### src/rtl/ram_bank_seq_pkg.sv
// Shared types and constants for the RAM bank write sequencer and its bench.
package ram_bank_seq_pkg;

    typedef enum logic [1:0] {
        IDLE = 2'd0,
        FILL = 2'd1,
        FULL = 2'd2
    } state_t;

    localparam int          NUM_BANKS    = 8;
    localparam int          DEPTH        = 16;
    localparam int          WORD_COUNT_W = 8;
    localparam int          SEL_W        = 4;
    localparam logic [3:0]  NO_BANK      = 4'd8;

endpackage

### src/rtl/bank_addr_counter.sv
// Word/bank pointer pair: the address walks 0..DEPTH-1 and then carries into the bank index.
module bank_addr_counter #(
    parameter int ADDR_WIDTH = 4,
    parameter int NUM_BANKS  = 8,
    parameter int BANK_W     = (NUM_BANKS > 1) ? $clog2(NUM_BANKS) : 1
) (
    input  logic                  clk,
    input  logic                  reset,
    input  logic                  inc,
    input  logic                  clr,
    output logic [ADDR_WIDTH-1:0] addr_ptr,
    output logic [BANK_W-1:0]     bank_ptr,
    output logic                  last_word
);

    logic addr_wrap;

    assign addr_wrap = &addr_ptr;
    assign last_word = addr_wrap && (bank_ptr == BANK_W'(NUM_BANKS - 1));

    always_ff @(posedge clk or negedge reset) begin
        if (!reset) begin
            addr_ptr <= '0;
            bank_ptr <= '0;
        end else if (clr) begin
            addr_ptr <= '0;
            bank_ptr <= '0;
        end else if (inc) begin
            addr_ptr <= addr_ptr + ADDR_WIDTH'(1);
            // Carry into the next bank on the same beat, so bank boundaries cost no bubble.
            if (last_word) begin
                bank_ptr <= '0;
            end else if (addr_wrap) begin
                bank_ptr <= bank_ptr + BANK_W'(1);
            end
        end
    end

endmodule

### src/rtl/ram_bank_write_sequencer.sv
// Fills NUM_BANKS RAM banks in order from a valid/ready stream, driving a registered
// bank selector, address, data and write strobe for the downstream enable decoder.
module ram_bank_write_sequencer #(
    parameter int DATA_WIDTH = 8,
    parameter int ADDR_WIDTH = 4,
    parameter int NUM_BANKS  = 8
) (
    input  logic                  clk,
    input  logic                  reset,
    input  logic                  start,
    input  logic                  clear,
    input  logic [DATA_WIDTH-1:0] in_data,
    input  logic                  in_valid,
    output logic                  in_ready,
    output logic [3:0]            Selector,
    output logic [ADDR_WIDTH-1:0] wr_addr,
    output logic [DATA_WIDTH-1:0] wr_data,
    output logic                  wr_en,
    output logic [7:0]            word_count,
    output logic                  all_full,
    output logic                  done
);
    import ram_bank_seq_pkg::*;

    localparam int BANK_W = (NUM_BANKS > 1) ? $clog2(NUM_BANKS) : 1;

    state_t                state;
    state_t                state_nxt;
    logic                  accept;
    logic                  pass_init;
    logic                  ptr_clr;
    logic [ADDR_WIDTH-1:0] addr_ptr;
    logic [BANK_W-1:0]     bank_ptr;
    logic                  last_word;

    assign in_ready  = (state == FILL) && !clear;
    assign accept    = in_valid && in_ready;
    assign pass_init = (state == IDLE) && start && !clear;
    assign ptr_clr   = clear || pass_init;
    assign all_full  = (state == FULL);

    bank_addr_counter #(
        .ADDR_WIDTH (ADDR_WIDTH),
        .NUM_BANKS  (NUM_BANKS),
        .BANK_W     (BANK_W)
    ) u_bank_addr_counter (
        .clk       (clk),
        .reset     (reset),
        .inc       (accept),
        .clr       (ptr_clr),
        .addr_ptr  (addr_ptr),
        .bank_ptr  (bank_ptr),
        .last_word (last_word)
    );

    always_ff @(posedge clk or negedge reset) begin
        if (!reset) begin
            state <= IDLE;
        end else begin
            state <= state_nxt;
        end
    end

    // clear has priority over start and over the final beat.
    always_comb begin
        state_nxt = state;
        if (clear) begin
            state_nxt = IDLE;
        end else begin
            case (state)
                IDLE:    if (start) state_nxt = FILL;
                FILL:    if (accept && last_word) state_nxt = FULL;
                default: state_nxt = state;
            endcase
        end
    end

    // Output stage: one cycle after the accepted beat.
    always_ff @(posedge clk or negedge reset) begin
        if (!reset) begin
            Selector   <= NO_BANK;
            wr_addr    <= '0;
            wr_data    <= '0;
            wr_en      <= 1'b0;
            done       <= 1'b0;
            word_count <= '0;
        end else begin
            wr_en    <= accept;
            done     <= accept && last_word;
            Selector <= accept ? 4'(bank_ptr) : NO_BANK;
            if (accept) begin
                wr_addr <= addr_ptr;
                wr_data <= in_data;
            end
            if (ptr_clr) begin
                word_count <= '0;
            end else if (accept) begin
                word_count <= word_count + 8'd1;
            end
        end
    end

endmodule

### config.mk
export PLATFORM = sky130hd
export DESIGN_NAME = ram_bank_write_sequencer
export DESIGN_NICKNAME = d
export VERILOG_FILES = /design/src/rtl/ram_bank_seq_pkg.sv /design/src/rtl/bank_addr_counter.sv /design/src/rtl/ram_bank_write_sequencer.sv
export SDC_FILE = /design/constraint.sdc
export NUM_CORES = 1
export LEC_CHECK = 0
export CAP_MARGIN = 25
export CORE_MARGIN = 2
export CORE_UTILIZATION = 42
export CTS_BUF_LIST = sky130_fd_sc_hd__clkbuf_16
export DETAILED_ROUTE_END_ITERATION = 10
export PLACE_DENSITY = 0.79
export SYNTH_ARGS = -nofsm -noshare
export SYNTH_HDL_FRONTEND = slang
export SYNTH_SLANG_ARGS = --single-unit
### constraint.sdc
create_clock -name clk -period 1.5 [get_ports clk]
set_input_delay 0.15 -clock clk [delete_from_list [all_inputs] [get_ports clk]]
set_output_delay 0.15 -clock clk [all_outputs]
set_load 0.1 [all_outputs]
==> summary.txt, run 1 <==
Hold path
  • Min-delay worst type: input pin to asynchronous set/reset pin

Clock tree
  • Clock Latency Late Sink: 280 ps
  • Post-CTS Hold Fix Bufs: 0
  • Sink Count: 35
  • CTS tree: done
  • H-Tree Depth: 2
  • Reg clk slew, reported paths: 50 ps
  • Max clock buf depth: 2
  • CTS Root Cell: clkbuf_16
  • CTS Buf Count: 5

Placement
  • Post-placement cell area: 2357 µm²
  • Routability cong.: 0.7777
  • Port buffer count: 40
  • Dpl cells: 243
  • Dpl hpwl: 2639 µm

Status
  • Violated checks: negative setup slack
  • Status: complete, but fails checks

Yosys
  • Seq/Total Area, Yosys: 58.71%
  • Cells after synthesis: 150
  • Number of synthesized flops with an enable pin: 0
  • Mean post-synth cell area: 9.960 µm²
  • Async S/R FF share, synth: 100.0%
  • Most frequent cell after synthesis: nand2_1
  • Synth Net Count: 167
  • Yosys top cell area share: 56.95%
  • Yosys warnings: 0
  • Top_reg_cell synth: dfrtp_1
  • Mapped cell area: 1494 µm²
  • Synth top cells by count: 41 x nand2_1, 34 x dfrtp_1, 10 x a21oi_1
  • Yosys cell types: 30
  • Area contributors post-synth: dfrtp_1 57%, nand2_1 10%, a21oi_1 3.4%
  • Synthesized flop and latch total: 35
  • Cell taking the most area after synthesis: dfrtp_1

Drt
  • DR WL/cell: 15.14 µm
  • Detailed-route DRC error count: 0
  • DRT Wirelength: 3816 µm
  • Pre-antenna DRT Iters: 4
  • Routed via count: 1311
  • Antenna-violating nets left: 0
  • 1st-iter DRT viols: 48
  • Via density: 5.202

Timing
  • Fin Clk Skew: 3.385 ps
  • RSZ-0062 raised after global routing: true
  • Highest Clock Rate: 644.0 MHz
  • Worst slew pin tran: 348.4 ps
  • Slew margin rel.: 76.57%
  • Post-route minimum period: 1553 ps
  • Worst setup margin: -52.81 ps
  • Fin. max-slew vios: 0
  • Final hold vios: 0
  • Final Cycle Share: 103.5%
  • Final Setup Violations: 8

Power and ir drop
  • Max VDD drop: 0.9873 mV
  • Pwr dens: 1121 nW/µm²
  • Leak: 1.121 nW
  • Total power: 2.879 mW

Floorplanning
  • DIE AREA: 4050 µm²
  • Die W: 63.64 µm
  • Num ports: 41
  • Std-Cell Rows: 21
  • Die Y: 63.64 µm
  • Core area: 3390 µm²
  • Initial core utilization: 44.08%

Critical path
  • Req. time, crit path: 1700 ps
  • CP Max Fanout: 12
  • Crit Path Class: flop to flop
  • Crit start category: flop
  • Critical Path Start: state[1]$_DFFE_PN0P_
  • Crit-path slowest cell: or4b_1
  • Critical Path, Cell by Cell: and4bb_2 > inv_4 > or4b_1 > a21oi_1
  • Reg2reg start: state[1]$_DFFE_PN0P_
  • Kind of end point of the critical path: flop
  • Crit path DAT: 1760 ps
  • Slowest stage delay, CP: 510 ps

GRT
  • GRT overflow: 0
  • Initial antenna violation count: 0
  • First-pass GRT wire length: 6644 µm
  • Largest net degree at the start of global routing: 36
  • Vias in the first global route: 1413
  • GR Util All Layers: 21.52%

Flow run
  • Max Cap Viol: 0

Final layout
  • Final instance area: 2567 µm²
  • Finished Layout Cells: 252
  • ANT cells: 0
  • Nets: 222
  • Fraction of layout cells with a size suffix above 1: 37.86%
  • Layout area overhead: 71.86%
[cell usage in the layout (no fill, tap or decap), types with 4 or more instances in the layout]
| cell | Yosys | layout |
|---|---|---|
| nand2_1 | 41 | 41 |
| buf_12 | 0 | 29 |
| clkdlybuf4s50_1 | 0 | 12 |
| o21ai_0 | 7 | 7 |
| a21oi_1 | 10 | 4 |
| or3_1 | 5 | 5 |
| buf_4 | 0 | 14 |
| dfrtp_1 | 34 | 27 |
| clkbuf_16 | 0 | 5 |
| nand3_1 | 5 | 5 |
| dfrtp_4 | 0 | 5 |
| inv_1 | 4 | 4 |
| o21ai_1 | 4 | 4 |
| a21oi_2 | 0 | 6 |
[path summary, 6_finish.rpt]
check,to,slack (ps),cells past startpoint
max reg2reg,u_bank_addr_counter.bank_ptr[2]$_DFFE_PN0P_,-50,4
min,word_count[3]$_DFFE_PN0P_,240,2
max in group asynchronous,Selector[3]$_DFF_PN1_,1020,2
max,u_bank_addr_counter.bank_ptr[2]$_DFFE_PN0P_,-50,4
min in group clk,wr_data[2]$_DFFE_PN0N_,400,3
min reg2reg,Selector[1]$_DFF_PN0_,520,1
[flip-flops by register name, indices dropped and copies added, names as in the netlist]
name,count
wr_en,1
u_bank_addr_counter.addr_ptr,4
done,1
wr_data,8
wr_addr,4
Selector,4
word_count,8
u_bank_addr_counter.bank_ptr,3
state,2
[logic make-up after synthesis]
kind of cell               synth area share (%)
buffers and inverters                     3.098
and+or+nand+nor                           24.21
muxes                                     1.340
DFF                                       58.71
xor gates and xnor gates                 0.5864
AOI/OAI and AO/OA                         8.710
adders and majority gates                 3.350
[through the flow]
| stage | worst slack, ps | utilization, % | hold slack [ps] | setup TNS (ps) |
|---|---|---|---|---|
| after floorplan | -277.5 | - | -145.6 | -408.8 |
| after global placement | -163.5 | 69.55 | 499.9 | -1176 |
| after detailed placement | -280.8 | 69.55 | 500.6 | -2226 |
| after CTS | -26.76 | 75.05 | 245.9 | -54.47 |
| after global routing | -95.25 | 75.75 | 251.0 | -551.6 |
| final | -52.81 | 75.75 | 237.0 | -217.5 |
[report_power, final]
part           internal, mW  switching [mW]
Combinational         0.299           0.541
Sequential             1.00          0.0643
Clock                 0.604           0.365
Total                  1.91           0.970
[final cells by class]
cell class | instances | area, µm²
Clock buffer | 5 | 125.1
Fill cell | 196 | 822.0
Inverter | 5 | 21.27
Clock inverter | 3 | 15.01
Sequential cell | 35 | 898.4
Timing Repair Buffer | 55 | 805.8
Tap cell | 46 | 57.56
Multi-Input combinational cell | 103 | 644.4
[worst max-delay path: cells and delay by family, from the launching register on]
family / cells / cell delay (ps)
DFF: 1 / 390
and+or+nand+nor: 2 / 860
buffers and inverters: 1 / 80
AOI/OAI and AO/OA: 1 / 150
[timing repair]
item | in CTS | in global routing
resized for setup | 8 | 7
pin swaps | 4 | 1
setup endpoints to repair | 11 | 12
buffers inserted | 2 | 0
cloned | 0 | 0
[routing by layer]
| layer | track usage, % | up-vias | routed length (µm) |
|---|---|---|---|
| met5 | 0 | - | 0 |
| met4 | 12.77 | 0 | 120 |
| met3 | 3.929 | 10 | 168 |
| met2 | 37.89 | 45 | 2071 |
| met1 | 24.07 | 641 | 1456 |
| li1 | - | 615 | - |
Note: power is estimated with default switching activity, not from simulation.
==> inputs of run 2 (changes only) <==
- SKIP_LAST_GASP: default -> 1
==> run 2 against run 1 <==
Compared with the run above: the flow still finishes with violations (negative setup slack); critical path type unchanged; total power is essentially flat; first-iteration DRC count shrank 4.2%; cell area grew 0.15%; non-clock buffer count is the same; highest routed layer unchanged.
==> summary.txt, run 2 (synthesis results as in run 1) <==
Critical path
  • CP Max Fanout: 12 (unchanged)
  • Slowest stage delay, CP: 530 ps (+20 ps)
  • Critical Path, Cell by Cell: and4bb_2 > inv_4 > or4_1 > a21oi_2
  • Top delay family on crit path: simple AND/OR/NAND/NOR gates
  • Kind of end point of the critical path: flop
  • Req. time, crit path: 1700 ps (about the same)
  • Crit-path slowest cell: or4_1
  • Crit Path Class: flop to flop
  • Crit path DAT: 1770 ps (about the same)
  • Crit path buf inv count: 1 (unchanged)
  • Crit start category: flop

Floorplanning
  • Std-Cell Rows: 21 (unchanged)
  • Core area: 3390 µm² (unchanged)
  • DIE AREA: 4050 µm² (unchanged)
  • Die Y: 63.64 µm (unchanged)
  • Initial core utilization: 44.08% (unchanged)
  • Num ports: 41 (unchanged)
  • Die W: 63.64 µm (unchanged)

Timing
  • Final hold vios: 0 (unchanged)
  • Final Setup Violations: 8 (unchanged)
  • Final Cycle Share: 104.7% (+1.1 points)
  • Fin Clk Skew: 3.198 ps (-0.1875 ps)
  • RSZ-0062 raised after global routing: true
  • Worst setup margin: -69.96 ps (-17.15 ps)
  • Worst slew pin tran: 275.9 ps (-72.53 ps)
  • Slew margin rel.: 81.45% (+4.9 points)
  • Highest Clock Rate: 637.0 MHz (-1.1%)
  • Fin. max-slew vios: 0 (unchanged)
  • Post-route minimum period: 1570 ps (+17.15 ps)

Final layout
  • ANT cells: 0 (unchanged)
  • Commonest non-fill, non-tap cells in the layout: 41 x nand2_1, 29 x buf_12, 27 x dfrtp_1
  • Nets: 222 (unchanged)
  • Finished Layout Cells: 252 (unchanged)
  • Registers with the most flip-flops: word_count x8, wr_data x8
  • Layout area overhead: 72.11%
  • Fraction of layout cells with a size suffix above 1: 38.35% (+0.49 points)
  • Leading cell type in the layout, fill and taps excluded: nand2_1

Status
  • Violated checks: negative setup slack
  • Status: complete, but fails checks

Drt
  • DR WL/cell: 15.55 µm (+2.7%)
  • Pre-antenna DRT Iters: 4 (unchanged)
  • Routed via count: 1318 (+0.53%)
  • 1st-iter DRT viols: 46 (-4.2%)
  • Via density: 5.230 (+0.53%)
  • Antenna-violating nets left: 0 (unchanged)
  • Detailed-route DRC error count: 0 (unchanged)
  • DRT Wirelength: 3919 µm (+2.7%)

Clock tree
  • Clock Latency Late Sink: 280 ps (about the same)
  • CTS Buf Count: 5 (unchanged)
  • Max clock buf depth: 2 (unchanged)
  • CTS Root Cell: clkbuf_16
  • H-Tree Depth: 2 (unchanged)
  • CTS tree: done
  • Sink Count: 35 (unchanged)
  • Reg clk slew, reported paths: 50 ps (about the same)

GRT
  • Largest net degree at the start of global routing: 36 (unchanged)
  • Met3 Use GR: 3.929% (unchanged)
  • First-pass GRT wire length: 6644 µm (unchanged)
  • Met2 Usage GRT: 37.89% (unchanged)
  • GR Util All Layers: 21.52% (unchanged)
  • GRT overflow: 0 (unchanged)
  • Vias in the first global route: 1414 (+0.071%)
  • Met1 usage: 24.07% (unchanged)
  • Initial antenna violation count: 0 (unchanged)
  • Gr busiest metal: met2

Placement
  • Dpl cells: 243 (unchanged)
  • Port buffer count: 40 (unchanged)
  • Routability cong.: 0.7777 (unchanged)
  • Dpl hpwl: 2639 µm (unchanged)

Flow run
  • Max Cap Viol: 0 (unchanged)

Power and ir drop
  • Max VDD drop: 0.9858 mV (-0.15%)
  • Pwr dens: 1119 nW/µm² (-0.24%)
  • Total power: 2.876 mW (about the same)
  • Leak: 1.121 nW (about the same)

Hold path
  • Min-delay worst type: input pin to asynchronous set/reset pin
==> run 2: through the flow <==
stage          area (µm²)  worst slack, ps  utilization, %  TNS, ps  hold WS, ps
3_5_place_dp         2357           -280.8           69.55    -2226        500.6
4_1_cts              2540           -38.71           74.94   -73.24        245.9
5_1_grt              2571           -98.95           75.86   -674.3        250.4
2_1_floorplan        1535           -277.5               -   -408.8       -145.6
3_3_place_gp         2357           -163.5           69.55    -1176        499.9
6_report             2571           -69.96           75.86   -275.7        239.1
==> run 2: layout make-up <==
cell class | instances | area (µm²)
Sequential cell | 35 | 898.4
Multi-Input combinational cell | 103 | 648.1
Fill cell | 204 | 818.3
Timing Repair Buffer | 55 | 805.8
Tap cell | 46 | 57.56
Clock inverter | 3 | 15.01
Inverter | 5 | 21.27
Clock buffer | 5 | 125.1
==> run 2: final timing paths <==
check	from	endpoint	slack [ps]	cells after the start
hold reg to reg	u_bank_addr_counter.bank_ptr[1]$_DFFE_PN0P_	Selector[1]$_DFF_PN0_	520	1
setup / recovery	state[1]$_DFFE_PN0P_	word_count[5]$_DFFE_PN0P_	-70	4
hold / removal	reset	word_count[3]$_DFFE_PN0P_	240	2
setup reg to reg	state[1]$_DFFE_PN0P_	word_count[5]$_DFFE_PN0P_	-70	4
max in group asynchronous	reset	Selector[3]$_DFF_PN1_	1020	2
min in group clk	in_data[2]	wr_data[2]$_DFFE_PN0N_	400	3
==> run 2: where the power goes <==
group / internal [mW] / total, mW / switching [mW]
registers: 1.01 / 1.07 / 0.0646
clock network: 0.604 / 0.965 / 0.361
logic: 0.299 / 0.841 / 0.541
==> run 2: metal layers <==
layer,vias to the layer above,wire (µm),share of wire [%]
met5,-,0,0
met4,0,119,3.0
met3,10,151,3.9
met2,41,2126,54
met1,651,1522,39
li1,616,-,-
==> run 2: repair_timing <==
| action | in CTS | in global routing |
|---|---|---|
| endpoints found under the hold margin | 0 | 0 |
| buffers inserted | 2 | 0 |
| hold buffers | 0 | 0 |
| pin swaps | 4 | 3 |
| setup endpoints to repair | 11 | 12 |
| gates resized for setup | 7 | 9 |
==> run 2: worst register-to-register path: stages (launching register included) <==
cell	delay [ps]
dfrtp_1	390
and4bb_2	350
inv_4	80
or4_1	530
a21oi_2	150
